[config.mk]
export PLATFORM = sky130hd
export DESIGN_NAME = mult_dispatch_ctrl_flat
export DESIGN_NICKNAME = d
export VERILOG_FILES = /design/src/rtl/mult_dispatch_ctrl_pkg.sv /design/src/rtl/mult_dispatch_ctrl_if.sv /design/src/rtl/mult_dispatch_ctrl_operand_fifo.sv /design/src/rtl/mult_dispatch_ctrl.sv /design/src/flat_wrapper.sv
export SDC_FILE = /design/constraint.sdc
export NUM_CORES = 1
export LEC_CHECK = 0
export CORE_ASPECT_RATIO = 1.75
export CORE_MARGIN = 5
export CORE_UTILIZATION = 52
export DETAILED_ROUTE_END_ITERATION = 12
export GPL_TIMING_DRIVEN = 1
export MAX_ROUTING_LAYER = met4
export PLACE_DENSITY = 0.91
export RECOVER_POWER = 50
export SYNTH_ARGS = -nofsm -noshare
export SYNTH_HDL_FRONTEND = slang
export SYNTH_SLANG_ARGS = --single-unit
[constraint.sdc]
create_clock -name clk -period 3.5 [get_ports clk]
set_clock_uncertainty 0.15 [all_clocks]
set_input_delay 0.35 -clock clk [delete_from_list [all_inputs] [get_ports clk]]
set_output_delay 0.35 -clock clk [all_outputs]
set_load 0.005 [all_outputs]
[src/rtl/mult_dispatch_ctrl_pkg.sv]
// -----------------------------------------------------------------------------
// mult_dispatch_ctrl_pkg
//   Shared defaults and FSM encoding for the multiplier dispatch front-end.
//   No ports.
// -----------------------------------------------------------------------------
package mult_dispatch_ctrl_pkg;

   localparam int WIDTH_DEF          = 32;
   localparam int TAG_W_DEF          = 4;
   localparam int FIFO_DEPTH_DEF     = 4;
   localparam int TIMEOUT_CYCLES_DEF = 64;

   typedef enum logic [1:0] {
      ST_IDLE  = 2'd0,
      ST_ISSUE = 2'd1,
      ST_WAIT  = 2'd2
   } state_t;

endpackage

[src/rtl/mult_dispatch_ctrl_if.sv]
// -----------------------------------------------------------------------------
// mult_dispatch_ctrl_if
//   Operand request and result response channels of the dispatch front-end.
//   Signals:
//     in_valid / in_ready / in_a / in_b / in_tag      operand request channel
//     out_valid / out_ready / out_product / out_tag / out_err   result channel
//   Modports:
//     master : producer of operands and consumer of results
//     slave  : the dispatch controller
// -----------------------------------------------------------------------------
interface mult_dispatch_ctrl_if
   import mult_dispatch_ctrl_pkg::*;
#(
   parameter int WIDTH = WIDTH_DEF,
   parameter int TAG_W = TAG_W_DEF
);

   logic                      in_valid;
   logic                      in_ready;
   logic signed [WIDTH-1:0]   in_a;
   logic signed [WIDTH-1:0]   in_b;
   logic [TAG_W-1:0]          in_tag;

   logic                      out_valid;
   logic                      out_ready;
   logic signed [2*WIDTH-1:0] out_product;
   logic [TAG_W-1:0]          out_tag;
   logic                      out_err;

   modport master (
      output in_valid, in_a, in_b, in_tag, out_ready,
      input  in_ready, out_valid, out_product, out_tag, out_err
   );

   modport slave (
      input  in_valid, in_a, in_b, in_tag, out_ready,
      output in_ready, out_valid, out_product, out_tag, out_err
   );

endinterface

[src/rtl/mult_dispatch_ctrl_operand_fifo.sv]
// -----------------------------------------------------------------------------
// mult_operand_fifo
//   Synchronous FIFO holding {tag, b, a} entries. Registered occupancy count;
//   full/empty decoded from the count. Head entry is visible on dout
//   without a read latency so the controller can pop and capture in one edge.
//   Ports:
//     clk, rst       clock, synchronous active-low reset
//     push, din      write request / data (ignored when full)
//     pop, dout      read request (ignored when empty) / head entry
//     count          occupancy 0..DEPTH
//     full, empty    status flags
// -----------------------------------------------------------------------------
module mult_operand_fifo #(
   parameter int DATA_W = 68,
   parameter int DEPTH  = 4
) (
   input  logic                     clk,
   input  logic                     rst,
   input  logic                     push,
   input  logic [DATA_W-1:0]        din,
   input  logic                     pop,
   output logic [DATA_W-1:0]        dout,
   output logic [$clog2(DEPTH):0]   count,
   output logic                     full,
   output logic                     empty
);

   localparam int AW = $clog2(DEPTH);
   localparam int CW = AW + 1;

   logic [DATA_W-1:0] mem [DEPTH];
   logic [AW-1:0]     wr_ptr;
   logic [AW-1:0]     rd_ptr;
   logic [CW-1:0]     count_q;
   logic              do_push;
   logic              do_pop;

   assign do_push = push && !full;
   assign do_pop  = pop && !empty;

   // Storage carries no reset; only the pointers and count define validity.
   always_ff @(posedge clk) begin
      if (do_push) mem[wr_ptr] <= din;
   end

   always_ff @(posedge clk) begin
      if (!rst) begin
         wr_ptr  <= '0;
         rd_ptr  <= '0;
         count_q <= '0;
      end else begin
         if (do_push) wr_ptr <= wr_ptr + AW'(1);
         if (do_pop)  rd_ptr <= rd_ptr + AW'(1);
         case ({do_push, do_pop})
            2'b10:   count_q <= count_q + CW'(1);
            2'b01:   count_q <= count_q - CW'(1);
            default: count_q <= count_q;
         endcase
      end
   end

   assign full  = (count_q == CW'(DEPTH));
   assign empty = (count_q == '0);
   assign count = count_q;
   assign dout  = mem[rd_ptr];

endmodule

[src/rtl/mult_dispatch_ctrl.sv]
// -----------------------------------------------------------------------------
// mult_dispatch_ctrl
//   Front-end for a sequential multiplier. Queues signed operand pairs with a
//   tag, issues one start pulse per operation, waits for done and returns the
//   2*WIDTH product with its tag. One operation in flight, results in order.
//   Ports:
//     clk, rst        clock, synchronous active-low reset (0 = reset)
//     bus (slave)     operand request / result response channels
//     mul_start       one-cycle start to the multiplier
//     mul_a, mul_b    registered operands to the multiplier
//     mul_product     product from the multiplier
//     mul_done        done level from the multiplier
//     busy            FSM not idle or queue non-empty
//     fifo_count      queue occupancy
//   Build option:
//     MUL_TIMEOUT_EN  enables the WAIT timeout (TIMEOUT_CYCLES); when
//                     undefined WAIT lasts until done and out_err is 0.
// -----------------------------------------------------------------------------
module mult_dispatch_ctrl
   import mult_dispatch_ctrl_pkg::*;
#(
   parameter int WIDTH          = WIDTH_DEF,
   parameter int FIFO_DEPTH     = FIFO_DEPTH_DEF,
   parameter int TAG_W          = TAG_W_DEF,
   parameter int TIMEOUT_CYCLES = TIMEOUT_CYCLES_DEF
) (
   input  logic                            clk,
   input  logic                            rst,
   mult_dispatch_ctrl_if.slave             bus,
   output logic                            mul_start,
   output logic signed [WIDTH-1:0]         mul_a,
   output logic signed [WIDTH-1:0]         mul_b,
   input  logic signed [2*WIDTH-1:0]       mul_product,
   input  logic                            mul_done,
   output logic                            busy,
   output logic [$clog2(FIFO_DEPTH):0]     fifo_count
);

   localparam int EW = 2*WIDTH + TAG_W;

   if (FIFO_DEPTH < 2 || (FIFO_DEPTH & (FIFO_DEPTH - 1)) != 0 || TIMEOUT_CYCLES < 1)
   begin : g_bad_cfg
      $error("mult_dispatch_ctrl: FIFO_DEPTH must be a power of 2 >= 2, TIMEOUT_CYCLES >= 1");
   end

   state_t                  state_q;
   state_t                  state_d;
   logic                    push;
   logic                    pop;
   logic                    full;
   logic                    empty;
   logic [EW-1:0]           fifo_din;
   logic [EW-1:0]           fifo_dout;
   logic signed [WIDTH-1:0] head_a;
   logic signed [WIDTH-1:0] head_b;
   logic [TAG_W-1:0]        head_tag;
   logic [TAG_W-1:0]        tag_q;
   logic                    timeout_hit;
   logic                    finish;

   // No pass-through: a full queue refuses even if a pop happens this cycle.
   assign bus.in_ready = !full;
   assign push         = bus.in_valid && !full;
   assign fifo_din     = {bus.in_tag, bus.in_b, bus.in_a};
   assign {head_tag, head_b, head_a} = fifo_dout;

   mult_operand_fifo #(
      .DATA_W (EW),
      .DEPTH  (FIFO_DEPTH)
   ) u_fifo (
      .clk   (clk),
      .rst   (rst),
      .push  (push),
      .din   (fifo_din),
      .pop   (pop),
      .dout  (fifo_dout),
      .count (fifo_count),
      .full  (full),
      .empty (empty)
   );

   // ---- FSM state register ----
   always_ff @(posedge clk) begin
      if (!rst) state_q <= ST_IDLE;
      else      state_q <= state_d;
   end

   // WAIT ends on done, or on timeout when that option is built in.
   assign finish = (state_q == ST_WAIT) && (mul_done || timeout_hit);

   // ---- FSM next state ----
   always_comb begin
      state_d = state_q;
      case (state_q)
         ST_IDLE:  if (!empty && !bus.out_valid) state_d = ST_ISSUE;
         // done seen here may still belong to the previous operation
         ST_ISSUE: state_d = ST_WAIT;
         ST_WAIT:  if (mul_done || timeout_hit) state_d = ST_IDLE;
         default:  state_d = ST_IDLE;
      endcase
   end

   // ---- FSM outputs ----
   always_comb begin
      pop       = 1'b0;
      mul_start = 1'b0;
      case (state_q)
         ST_IDLE:  pop       = !empty && !bus.out_valid;
         ST_ISSUE: mul_start = 1'b1;
         default:  ;
      endcase
   end

   // Operands held until the next pop so the multiplier may sample at will.
   always_ff @(posedge clk) begin
      if (!rst) begin
         mul_a <= '0;
         mul_b <= '0;
         tag_q <= '0;
      end else if (pop) begin
         mul_a <= head_a;
         mul_b <= head_b;
         tag_q <= head_tag;
      end
   end

   // ---- result register ----
   // Set and clear cannot collide: a new op only starts once out_valid is low.
   always_ff @(posedge clk) begin
      if (!rst) begin
         bus.out_valid   <= 1'b0;
         bus.out_product <= '0;
         bus.out_tag     <= '0;
      end else if (finish) begin
         bus.out_valid   <= 1'b1;
         bus.out_product <= mul_done ? mul_product : '0;
         bus.out_tag     <= tag_q;
      end else if (bus.out_valid && bus.out_ready) begin
         bus.out_valid   <= 1'b0;
      end
   end

`ifdef MUL_TIMEOUT_EN
   localparam int TW = $clog2(TIMEOUT_CYCLES + 1);

   logic [TW-1:0] wait_cnt;

   // Counts completed WAIT cycles; cleared whenever not waiting.
   always_ff @(posedge clk) begin
      if (!rst)                  wait_cnt <= '0;
      else if (state_q != ST_WAIT) wait_cnt <= '0;
      else                       wait_cnt <= wait_cnt + TW'(1);
   end

   assign timeout_hit = (state_q == ST_WAIT) && (wait_cnt == TW'(TIMEOUT_CYCLES - 1));

   // A done arriving on the final cycle wins over the abort.
   always_ff @(posedge clk) begin
      if (!rst)                              bus.out_err <= 1'b0;
      else if (finish)                       bus.out_err <= !mul_done;
      else if (bus.out_valid && bus.out_ready) bus.out_err <= 1'b0;
   end
`else
   assign timeout_hit = 1'b0;
   assign bus.out_err = 1'b0;
`endif

   assign busy = (state_q != ST_IDLE) || !empty;

endmodule

[src/flat_wrapper.sv]
// flat-port wrapper written by rule: the top's interface ports become plain ports
module mult_dispatch_ctrl_flat import mult_dispatch_ctrl_pkg::*;
#(
   parameter int WIDTH          = WIDTH_DEF,
   parameter int FIFO_DEPTH     = FIFO_DEPTH_DEF,
   parameter int TAG_W          = TAG_W_DEF,
   parameter int TIMEOUT_CYCLES = TIMEOUT_CYCLES_DEF
)
  (clk, rst, mul_start, mul_a, mul_b, mul_product, mul_done, busy, fifo_count, bus_in_valid, bus_in_a, bus_in_b, bus_in_tag, bus_out_ready, bus_in_ready, bus_out_valid, bus_out_product, bus_out_tag, bus_out_err);
  mult_dispatch_ctrl_if #(.WIDTH(WIDTH), .TAG_W(TAG_W)) bus_i ();
  input  logic clk;
  input  logic rst;
  output logic mul_start;
  output logic signed [WIDTH-1:0] mul_a;
  output logic signed [WIDTH-1:0] mul_b;
  input  logic signed [2*WIDTH-1:0] mul_product;
  input  logic mul_done;
  output logic busy;
  output logic [$clog2(FIFO_DEPTH):0] fifo_count;
  input wire logic [$bits(bus_i.in_valid)-1:0] bus_in_valid;
  input wire logic [$bits(bus_i.in_a)-1:0] bus_in_a;
  input wire logic [$bits(bus_i.in_b)-1:0] bus_in_b;
  input wire logic [$bits(bus_i.in_tag)-1:0] bus_in_tag;
  input wire logic [$bits(bus_i.out_ready)-1:0] bus_out_ready;
  output wire logic [$bits(bus_i.in_ready)-1:0] bus_in_ready;
  output wire logic [$bits(bus_i.out_valid)-1:0] bus_out_valid;
  output wire logic [$bits(bus_i.out_product)-1:0] bus_out_product;
  output wire logic [$bits(bus_i.out_tag)-1:0] bus_out_tag;
  output wire logic [$bits(bus_i.out_err)-1:0] bus_out_err;
  assign bus_i.in_valid = bus_in_valid;
  assign bus_i.in_a = bus_in_a;
  assign bus_i.in_b = bus_in_b;
  assign bus_i.in_tag = bus_in_tag;
  assign bus_i.out_ready = bus_out_ready;
  assign bus_in_ready = bus_i.in_ready;
  assign bus_out_valid = bus_i.out_valid;
  assign bus_out_product = bus_i.out_product;
  assign bus_out_tag = bus_i.out_tag;
  assign bus_out_err = bus_i.out_err;
  mult_dispatch_ctrl #(.WIDTH(WIDTH), .FIFO_DEPTH(FIFO_DEPTH), .TAG_W(TAG_W), .TIMEOUT_CYCLES(TIMEOUT_CYCLES)) u_core (.clk(clk), .rst(rst), .bus(bus_i), .mul_start(mul_start), .mul_a(mul_a), .mul_b(mul_b), .mul_product(mul_product), .mul_done(mul_done), .busy(busy), .fifo_count(fifo_count));
endmodule
; After elaboration in Yosys (flattened, before gate mapping)
; Memories as Yosys holds them, arrays and structs flattened. A register that Yosys moved wholly into a read port is not among the register bits.
; Index checks and enable logic that the tools add are counted.
[word_totals]
inputBits = 137
latchBits = 0
word_cells = 47
mem_count = 1
reg_bits = 78
ram_bits = 272
mem_bits_ro = 0
[memory_table]
columns = name, words, word_bits, read_ports, rd_clocked_by_memory_dff, write_ports, line
row1 = u_core.u_fifo.mem, 4, 68, 1, 1, 1, mult_dispatch_ctrl_operand_fifo.sv:31  ; logic [DATA_W-1:0] mem [DEPTH];
[classes]
reduce_logical = 17
div_mod_pow = 0
bitwise_logic = 0
addsub = 4
n_lt_le_gt_ge = 0
eq_ne = 7
shifts = 0
n_mul = 0
n_mux = 11
[ops]
columns = operator, n
row1 = $mux W64, 1
row2 = $logic_and A1 B1 Y1, 6
row3 = $mux W1, 6
row4 = $pmux W2 S3, 1
row5 = $pmux W3 S2, 1
row6 = $reduce_bool A2 Y1, 3
row7 = $add A2 B1 Y2 const B, 2
row8 = $eq A2 B1 Y1 const B, 2
row9 = $eq A2 B2 Y1 const B, 2
row10 = $logic_not A1 Y1, 4
row11 = $mux W2, 2
row12 = $add A3 B1 Y3 const B, 1
row13 = $eq A3 B3 Y1 const B, 1
row14 = $logic_not A3 Y1, 1
row15 = $sub A3 B1 Y3 const B, 1
row16 = $logic_not A2 Y1, 1
row17 = $ne A2 B1 Y1 const B, 1
row18 = $ne A2 B2 Y1 const B, 1
row19 = $reduce_and A2 Y1, 1
row20 = $logic_or A1 B1 Y1, 1

; Longest topological paths before layout
; Gate-level depths: netlist of the first run.
[depth]
ltp_word = 7
depth_mapped = 10

; By module
; From an unflattened synthesis of the first run, not the netlist that was laid out.
[unflattened]
cells_unflattened = 1013
hier_area_um2 = 15802.7
[by_module_without_submodules]
columns = module, cells_each, area_per_inst_um2, n_inst, seq_area_each_um2
row1 = mult_operand_fifo, 410, 10324.9, 1, 8348.0
row2 = mult_dispatch_ctrl, 603, 5477.8, 1, 2782.7

; Worst setup path before layout of the first run
; Ideal clock, no wire load.
[synth_path]
path_type = register -> register
startpoint = register u_core.u_fifo.count_q[0], in the netlist u_core.u_fifo.count[0]
endpoint = memory u_core.u_fifo.mem[0][0] (enable)
slack_ns = 0.434
arrival_time_ns = 2.483
path_stages_with_launch = 4
path_buffers = 1
setup_time_ns = 0.434
path_cell_list = dfxtp_1 > or3b_2 > clkbuf_1 > and3_1
[synth_between]
elab_chain_len = 6
[synth_rtl]
columns = item, line
row1 = start: declaration, mult_dispatch_ctrl_operand_fifo.sv:34  ; logic [CW-1:0] count_q;
row2 = start signal: assignment, mult_dispatch_ctrl_operand_fifo.sv:55  ; 2'b10: count_q <= count_q + CW'(1);
row3 = start signal: assignment, mult_dispatch_ctrl_operand_fifo.sv:56  ; 2'b01: count_q <= count_q - CW'(1);
row4 = start signal: assignment, mult_dispatch_ctrl_operand_fifo.sv:57  ; default: count_q <= count_q;
row5 = $eq A3 B3 Y1 (*), mult_dispatch_ctrl_operand_fifo.sv:62  ; assign full = (count_q == CW'(DEPTH));
row6 = $logic_not A1 Y1 (*), --
row7 = via bus_in_ready, flat_wrapper.sv:25  ; output wire logic [$bits(bus_i.in_ready)-1:0] bus_in_ready;
row8 = $logic_and A1 B1 Y1, mult_dispatch_ctrl.sv:63  ; assign push = bus.in_valid && !full;
row9 = $logic_and A1 B1 Y1 (*), mult_dispatch_ctrl_operand_fifo.sv:38  ; assign do_push = push && !full;
row10 = $mux W1 (*), mult_dispatch_ctrl_operand_fifo.sv:43  ; if (do_push) mem[wr_ptr] <= din;
row11 = $mux W1 (implied by the code) (*), mult_dispatch_ctrl_operand_fifo.sv:43
row12 = end: declaration, mult_dispatch_ctrl_operand_fifo.sv:31
; Mark *: on every way through the listed nets, which the timed path passes. The rest lies on a longest branch.

; Worst setup path after layout of the first run
[layout_path]
startpoint = register u_core.u_fifo.count_q[2], in the netlist u_core.u_fifo.count[2]
endpoint = output port busy
[layout_between]
elab_chain_len = 3
[layout_rtl]
columns = item, line
row1 = $logic_not A3 Y1, mult_dispatch_ctrl_operand_fifo.sv:63  ; assign empty = (count_q == '0);
row2 = $logic_not A1 Y1, mult_dispatch_ctrl.sv:168  ; assign busy = (state_q != ST_IDLE) || !empty;
row3 = $logic_or A1 B1 Y1, mult_dispatch_ctrl.sv:168
row4 = end: declaration, flat_wrapper.sv:18  ; output logic busy;
; Every way passes these cells.

==> results of run 1 <==
## layout by cell type, fill, tap and decap left out, types with 4 or more instances in the layout
master	count
buf_4	13
dlygate4sd3_1	137
inv_1	7
nand2_1	206
mux4_2	68
clkinv_2	4
and3_4	4
clkbuf_16	39
ha_1	5
dfxtp_1	144
a21oi_1	75
clkdlybuf4s50_1	137
edfxtp_1	272
bufinv_16	4
clkbuf_1	13
o2bb2ai_1	68
diode_2	4
nor2_1	6
## logic make-up after synthesis
| family | share of synthesized area [%] |
|---|---|
| multiplexers | 10.2 |
| AND/OR/NAND/NOR | 6.24 |
| buffers and inverters | 2.10 |
| XOR/XNOR | 0.117 |
| AO/OA/AOI/OAI | 6.70 |
| other | 0.0250 |
| flip-flops | 74.0 |
| adder cells (fa/ha/maj) | 0.551 |
## cell type report
class,count,area (sq um)
multi-input combinational,456,3600
antenna,4,10.0
clock buffer,53,1050
clock inverter,15,181
tap,378,473
timing repair buffer,292,2890
fill,1889,9190
inverter,7,26.3
sequential,418,11100
## registers in the layout, summed over array words and instances (netlist names)
name / flops
u_core.u_fifo.mem: 272
u_core.bus.out_product: 64
u_core.mul_a: 32
u_core.mul_b: 32
u_core.bus.out_tag: 4
u_core.tag_q: 4
u_core.u_fifo.count: 3
u_core.state_q: 2
u_core.u_fifo.rd_ptr: 2
u_core.u_fifo.wr_ptr: 2
u_core.bus.out_valid: 1
## stage by stage
stage,hold slack [ps],utilization [%],cell area [sq um],power [uW],instances
after floorplan,282,-,15000,8340,946
after global placement,288,63.4,18100,9930,1551
after detailed placement,296,63.4,18100,10100,1551
after CTS,186,67.8,19300,14100,1619
after global routing,209,67.8,19300,14600,1623
final,218,67.8,19300,13900,1623
## worst paths after layout
check / end / slack (ps) / cells past startpoint
worst max-delay path: busy / 930 / 3
worst min-delay path: u_core.bus.out_product[60] / 220 / 3
worst max register to register: u_core.u_fifo.count[2] / 940 / 8
worst min register to register: u_core.bus.out_product[14] / 300 / 2
## tightest hold or removal path, cell delays in order
cell and delay, ps:
clkdlybuf4s50_1 390, nand2_1 50, a21oi_1 50
## where the power goes
| part | total [uW] | leakage, uW | internal (uW) | switching [uW] |
|---|---|---|---|---|
| Clock | 4070 | 0.000595 | 2390 | 1670 |
| Combinational | 3290 | 0.00218 | 1760 | 1530 |
| Sequential | 6530 | 0.00369 | 5990 | 534 |
| Total | 13900 | 0.00646 | 10100 | 3740 |
## routing by layer
layer / wire (microns) / vias to the layer above / global-route usage (%)
li1: - / 4084 / -
met1: 12200 / 4351 / 23.8
met2: 18900 / 356 / 39.3
met3: 2140 / 53 / 4.37
met4: 1120 / 0 / 8.10
met5: 0 / - / -
==> reports/qor.log, run 1 <==
INFO  yosys          post_synth_most_frequent_cells=272 x edfxtp_1, 206 x nand2_1, 146 x dfxtp_1
INFO  yosys          ys_top_cells_by_area=edfxtp_1 55%, dfxtp_1 20%, mux4_2 10%, nand2_1 5.2%, o2bb2ai_1 4.0%
INFO  sta            hold_violations=0
INFO  sta            timing_worst_slew_pin_value=1560ps
INFO  clock_tree     cts_tree=built
INFO  yosys          synth_top_flop_cell=edfxtp_1
INFO  critical_path  crit_required=3000ps
INFO  drt            route.vias.total=8844
INFO  yosys          synth_seq_area_share=74.0%
INFO  status         status=finished with violations
INFO  clock_tree     numCtsBuffers=37
INFO  drt            routed_wire_length=34.3mm
INFO  power          power.ir.vdd_worst=628uV
INFO  clock_tree     post_cts.repair.setup_buffers=0
INFO  placement      place_ws=922ps
INFO  drt            viasPerCell=5.45
INFO  yosys          synthesis.area=15000squm
INFO  global_route   groute.usage.overall=21.7%
INFO  yosys          mean_syn_cell_area=15.8squm
INFO  placement      dpl.hpwl=22.7mm
INFO  clock_tree     cts_max_level=2
INFO  clock_tree     post_cts.resized_instances=0
INFO  yosys          number_of_flops_mapped_to_enable_cells_by_yosys=272
INFO  status         violations=max-capacitance violations, max-slew violations
INFO  critical_path  cp_slowest_stage_delay=540ps
INFO  die            die_height=235microns
INFO  global_route   grt_start_max_net_pins=78
INFO  power          p_per_area=718nW/um^2
INFO  clock_tree     postCtsHoldBufs=0
INFO  global_route   vias_in_the_first_global_route=9064
INFO  yosys          syn-instance-count=946
INFO  drt            detail_route.first_pass.iterations=5
INFO  drt            drt_wl_cell=21.1microns
INFO  yosys          synth_top_cell_area_share=54.5%
INFO  drt            post-route-drc-count=0
INFO  placement      numPortBuffers=275
INFO  yosys          async_flop_share=0%
INFO  yosys          synth_largest_area_cell=edfxtp_1
INFO  critical_path  path_max_fanout=7
INFO  sta            report.final.slew_viol_count=78
INFO  cells_and_area nNetsFinal=1355
INFO  critical_path  kind_of_cell_with_the_highest_combined_delay_on_the_critical_path=simple AND/OR/NAND/NOR gates
INFO  yosys          synth_seq_cells=418
INFO  sta            max_clock_freq=0.390GHz
INFO  cells_and_area layout-area-overhead-vs-synth=29.1%
INFO  clock_tree     ctsLongestPathBuffers=3
INFO  global_route   grt_overflow=0
INFO  yosys          synthMostInstantiatedCell=edfxtp_1
INFO  clock_tree     insertion_delay=520ps
INFO  critical_path  worst-endpoint-arrival=2070ps
INFO  critical_path  cp-start-kind=flip-flop
INFO  critical_path  crit_path_cell_chain=nor3_2 > nand2_1 > clkdlybuf4s50_1
INFO  job            max_cap_viols=1
INFO  min_path       worstHoldPathType=input pin to flip-flop
INFO  die            die_w=138microns
INFO  placement      global_placement_routability_congestion=0.835
INFO  sta            rsz0062_at_grt=no
INFO  critical_path  crit-reg2reg-launch=u_core.u_fifo.count[2]
INFO  clock_tree     clock_transition_at_the_registers_of_the_reported_paths=70ps
INFO  sta            layout_setup_ws=933ps
INFO  sta            setup-violations-final=0
INFO  drt            drtIter0Drc=509
INFO  sta            period_minus_slack=2570ps
INFO  clock_tree     cts.sinks=418
INFO  die            core.rowCount=82
INFO  critical_path  worstPathBufferInverterCount=1
INFO  global_route   grt_antenna_before_repair=4
INFO  critical_path  critical-path-slowest-cell=nor3_2
INFO  min_path       hold_path_startpoint=mul_product[60]
INFO  yosys          synth_warnings=0
INFO  global_route   grt_pass1_wl=52.9mm
INFO  power          cellLeakagePower=0.00646uW
INFO  critical_path  kind_of_critical_path=flip-flop to primary output
INFO  sta            post-route-period-util=73.3%
INFO  drt            ant_nets=0
INFO  die            pin_count=277
INFO  yosys          synth_nets=1089
INFO  die            design.core.area=28500squm
INFO  yosys          synth_cell_types=34
INFO  sta            fin_tns_setup=0ps
INFO  cells_and_area drive_gt1_share=12.0%
INFO  critical_path  worst_setup_ep_type=primary output
INFO  die            initial_core_utilization=52.5%
INFO  critical_path  startpoint=u_core.u_fifo.count[2]
INFO  sta            slew_hr=-3.67%
INFO  die            floorplan.die_area=32400squm
INFO  clock_tree     clk_root_buffer_cell=clkbuf_16
Note: power is estimated with default switching activity, not from simulation.
==> run 2: changes to the inputs <==
--- a/config.mk
+++ b/config.mk
@@ -7,11 +7,11 @@
 export LEC_CHECK = 0
 export CORE_ASPECT_RATIO = 1.75
 export CORE_MARGIN = 5
-export CORE_UTILIZATION = 52
+export CORE_UTILIZATION = 47
 export DETAILED_ROUTE_END_ITERATION = 12
 export GPL_TIMING_DRIVEN = 1
 export MAX_ROUTING_LAYER = met4
-export PLACE_DENSITY = 0.91
+export PLACE_DENSITY = 0.88
 export RECOVER_POWER = 50
 export SYNTH_ARGS = -nofsm -noshare
 export SYNTH_HDL_FRONTEND = slang
==> constraint.sdc (replaced) <==
create_clock -name clk -period 2.2 [get_ports clk]
set_clock_uncertainty 0.15 [all_clocks]
set_input_delay 0.22 -clock clk [delete_from_list [all_inputs] [get_ports clk]]
set_output_delay 0.22 -clock clk [all_outputs]
set_load 0.005 [all_outputs]
==> reports/qor.log, run 2 (synthesis gave the netlist of run 1 again) <==
INFO  power          p_per_area=1130nW/um^2 [+58%]
INFO  min_path       hold_path_startpoint=mul_product[49]
INFO  clock_tree     clk_root_buffer_cell=clkbuf_16
INFO  placement      global_placement_routability_congestion=0.789 [-5.5%]
INFO  cells_and_area layout_commonest_cell=edfxtp_1
INFO  clock_tree     numCtsBuffers=36 [-2.7%]
INFO  die            pin_count=277 [unchanged]
INFO  power          power.ir.vdd_worst=1250uV [+99%]
INFO  drt            drtIter0Drc=466 [-8.4%]
INFO  critical_path  cp_slowest_stage_delay=400ps [-140 ps]
INFO  sta            post-route-period-util=99.3%
INFO  placement      place_ws=-39.4ps [-961 ps]
INFO  critical_path  ff2ff_setup_slack=10ps [-930 ps]
INFO  drt            post-route-drc-count=0 [unchanged]
INFO  cells_and_area drive_gt1_share=14.6% [+2.6 points]
INFO  drt            ant_nets=0 [unchanged]
INFO  placement      numPortBuffers=275 [unchanged]
INFO  global_route   grt_antenna_before_repair=10 [+6]
INFO  sta            setup-violations-final=0 [unchanged]
INFO  global_route   groute.usage.overall=19.8% [-2.0 points]
INFO  global_route   grt_overflow=0 [unchanged]
INFO  clock_tree     cts_max_level=2 [unchanged]
INFO  drt            wl_met3=2.02mm [-5.5%]
INFO  sta            layout_setup_ws=14.6ps [-919 ps]
INFO  cells_and_area fin_cells=1669 [+2.8%]
INFO  global_route   grt_start_max_net_pins=77 [-1.3%]
INFO  cells_and_area layout_top_registers=u_core.u_fifo.mem x272, u_core.bus.out_product x64
INFO  sta            slew_hr=39.2% [+43 points]
INFO  critical_path  worst_setup_ep_type=flip-flop
INFO  critical_path  crit_required=2520ps [-480 ps]
INFO  min_path       holdPathStages=3 [unchanged]
INFO  cells_and_area layout-area-overhead-vs-synth=31.6%
INFO  global_route   vias_in_the_first_global_route=9494 [+4.7%]
INFO  critical_path  cp-start-kind=flip-flop
INFO  sta            smallest_hold_slack=83.8ps [-135 ps]
INFO  sta            timing_worst_slew_pin_value=911ps [-644 ps]
INFO  critical_path  worst-endpoint-arrival=2510ps [+440 ps]
INFO  sta            max_clock_freq=0.458GHz
INFO  power          cellLeakagePower=0.00638uW [-1.2%]
INFO  critical_path  critPathMostFrequentCell=or3_4
INFO  critical_path  critical-path-slowest-cell=or3_4
INFO  status         status=complete, no violations
INFO  die            die_w=145microns [+4.8%]
INFO  placement      dpl.hpwl=22.7mm [about the same]
INFO  cells_and_area largest_register_ffs=272 [unchanged]
INFO  cells_and_area most-common-layout-cells=272 x edfxtp_1, 205 x nand2_1, 204 x clkdlybuf4s50_1
INFO  clock_tree     clock_transition_at_the_registers_of_the_reported_paths=70ps [about the same]
INFO  sta            report.final.slew_viol_count=0 [-100%]
INFO  global_route   grt_pass1_wl=53.6mm [+1.3%]
INFO  clock_tree     cts_tree=built
INFO  job            max_cap_viols=0 [-1]
INFO  die            core.rowCount=86 [+4.9%]
INFO  drt            top_layer_used=met4
INFO  die            floorplan.die_area=35700squm [+10%]
INFO  critical_path  critical_path.reg2reg.endpoint=u_core.u_fifo.count[2]
INFO  drt            drt_wl_cell=20.8microns [-1.5%]
INFO  drt            detail_route.first_pass.iterations=5 [unchanged]
INFO  drt            wl_met1=12.2mm [-0.27%]
INFO  power          total_power=22300uW [+61%]
INFO  die            die_height=246microns [+5.0%]
INFO  min_path       whs_endpoint=u_core.bus.out_product[49]
INFO  critical_path  crit-reg2reg-launch=u_core.bus.out_valid
INFO  min_path       worstHoldPathType=input pin to flip-flop
INFO  cells_and_area nNetsFinal=1377 [+1.6%]
INFO  cells_and_area registers.top_by_ff_count=u_core.u_fifo.mem
INFO  clock_tree     cts.sinks=418 [unchanged]
INFO  critical_path  path_max_fanout=2 [-5]
INFO  sta            period_minus_slack=2190ps
INFO  drt            routed_wire_length=34.8mm [+1.2%]
INFO  cells_and_area end_of_flow_core_utilization=62.5% [-5.3 points]
INFO  clock_tree     ctsLongestPathBuffers=3 [unchanged]
INFO  drt            viasPerCell=5.36 [-1.6%]
INFO  drt            route.vias.total=8948 [+1.2%]
INFO  critical_path  kind_of_critical_path=flip-flop to flip-flop
INFO  clock_tree     insertion_delay=530ps [about the same]
INFO  placement      placed_cells=1589 [+2.5%]
INFO  die            design.core.area=31500squm [+11%]
INFO  cells_and_area fillerInstances=2191 [+16%]
INFO  drt            routed-wl-met2=18.9mm [about the same]
INFO  sta            hold_violations=0 [unchanged]
INFO  sta            rsz0062_at_grt=yes
INFO  die            initial_core_utilization=47.5% [-5.0 points]
INFO  critical_path  crit_path_cell_chain=or3_4 > nor2_4 > ha_4 > inv_2 > fa_2 > xor2_1 > or3_4 > a21oi_2
INFO  critical_path  ff2ff_path_depth=8 [unchanged]
run 2: critical path, delay by kind of cell (launching register included):
kind	cells	cell delay, ps
AND/OR/NAND/NOR	3	850
AO/OA/AOI/OAI	1	110
adder cells (fa/ha/maj)	2	480
flip-flops	1	320
buffers and inverters	1	40
XOR/XNOR	1	170
run 2: cell type report:
cell class              instances  area, sq um  share of cell area [%]
diodes                         11         27.5                   0.140
well taps                     396          495                    2.51
flip-flops and latches        418        11100                    56.3
repair buffers                315         3290                    16.7
multi-input cells             456         3640                    18.5
clock buffers                  47         1010                    5.15
clock inverters                19          116                   0.590
inverters                       7         26.3                   0.133
run 2: through the flow:
step | setup TNS, ps | instance area (sq um)
global placement | 0 | 18500
finish | 0 | 19700
CTS | -17.2 | 19700
detailed placement | -39.4 | 18500
global route | -63.9 | 19700
floorplan | -189 | 15000
run 2: repair_timing:
item                                   4_1_cts  5_1_grt
pin swaps                                    2        0
buffers inserted                             2        0
hold buffers                                 1        0
endpoints found under the hold margin        1        0
setup endpoints to repair                    3        1
cloned                                       0        0
gates resized for setup                      8        2
run 2: routing by layer:
metal	vias up	GRT usage [%]
met5	-	-
li1	4137	-
met4	0	10.5
met1	4401	20.6
met3	89	3.88
met2	321	35.1
run 2: power by group:
group	switching [uW]	internal, uW	leakage, uW
logic	2780	3300	0.00214
clock network	2720	3290	0.000559
registers	697	9530	0.00369
total	6200	16100	0.00638
run 2: worst max path at each step:
stage	start	to	slack (ps)	cells past startpoint
6_report	u_core.bus.out_valid	u_core.u_fifo.count[2]	10	8
5_1_grt	u_core.bus.out_valid	u_core.u_fifo.count[2]	-60	8
4_1_cts	u_core.bus.out_valid	u_core.u_fifo.count[2]	-20	8
3_5_place_dp	u_core.u_fifo.count[0]	u_core.u_fifo.count[2]	-40	8
3_3_place_gp	u_core.u_fifo.count[0]	u_core.u_fifo.count[2]	20	8
2_1_floorplan	u_core.bus.out_valid	u_core.u_fifo.count[2]	-160	10
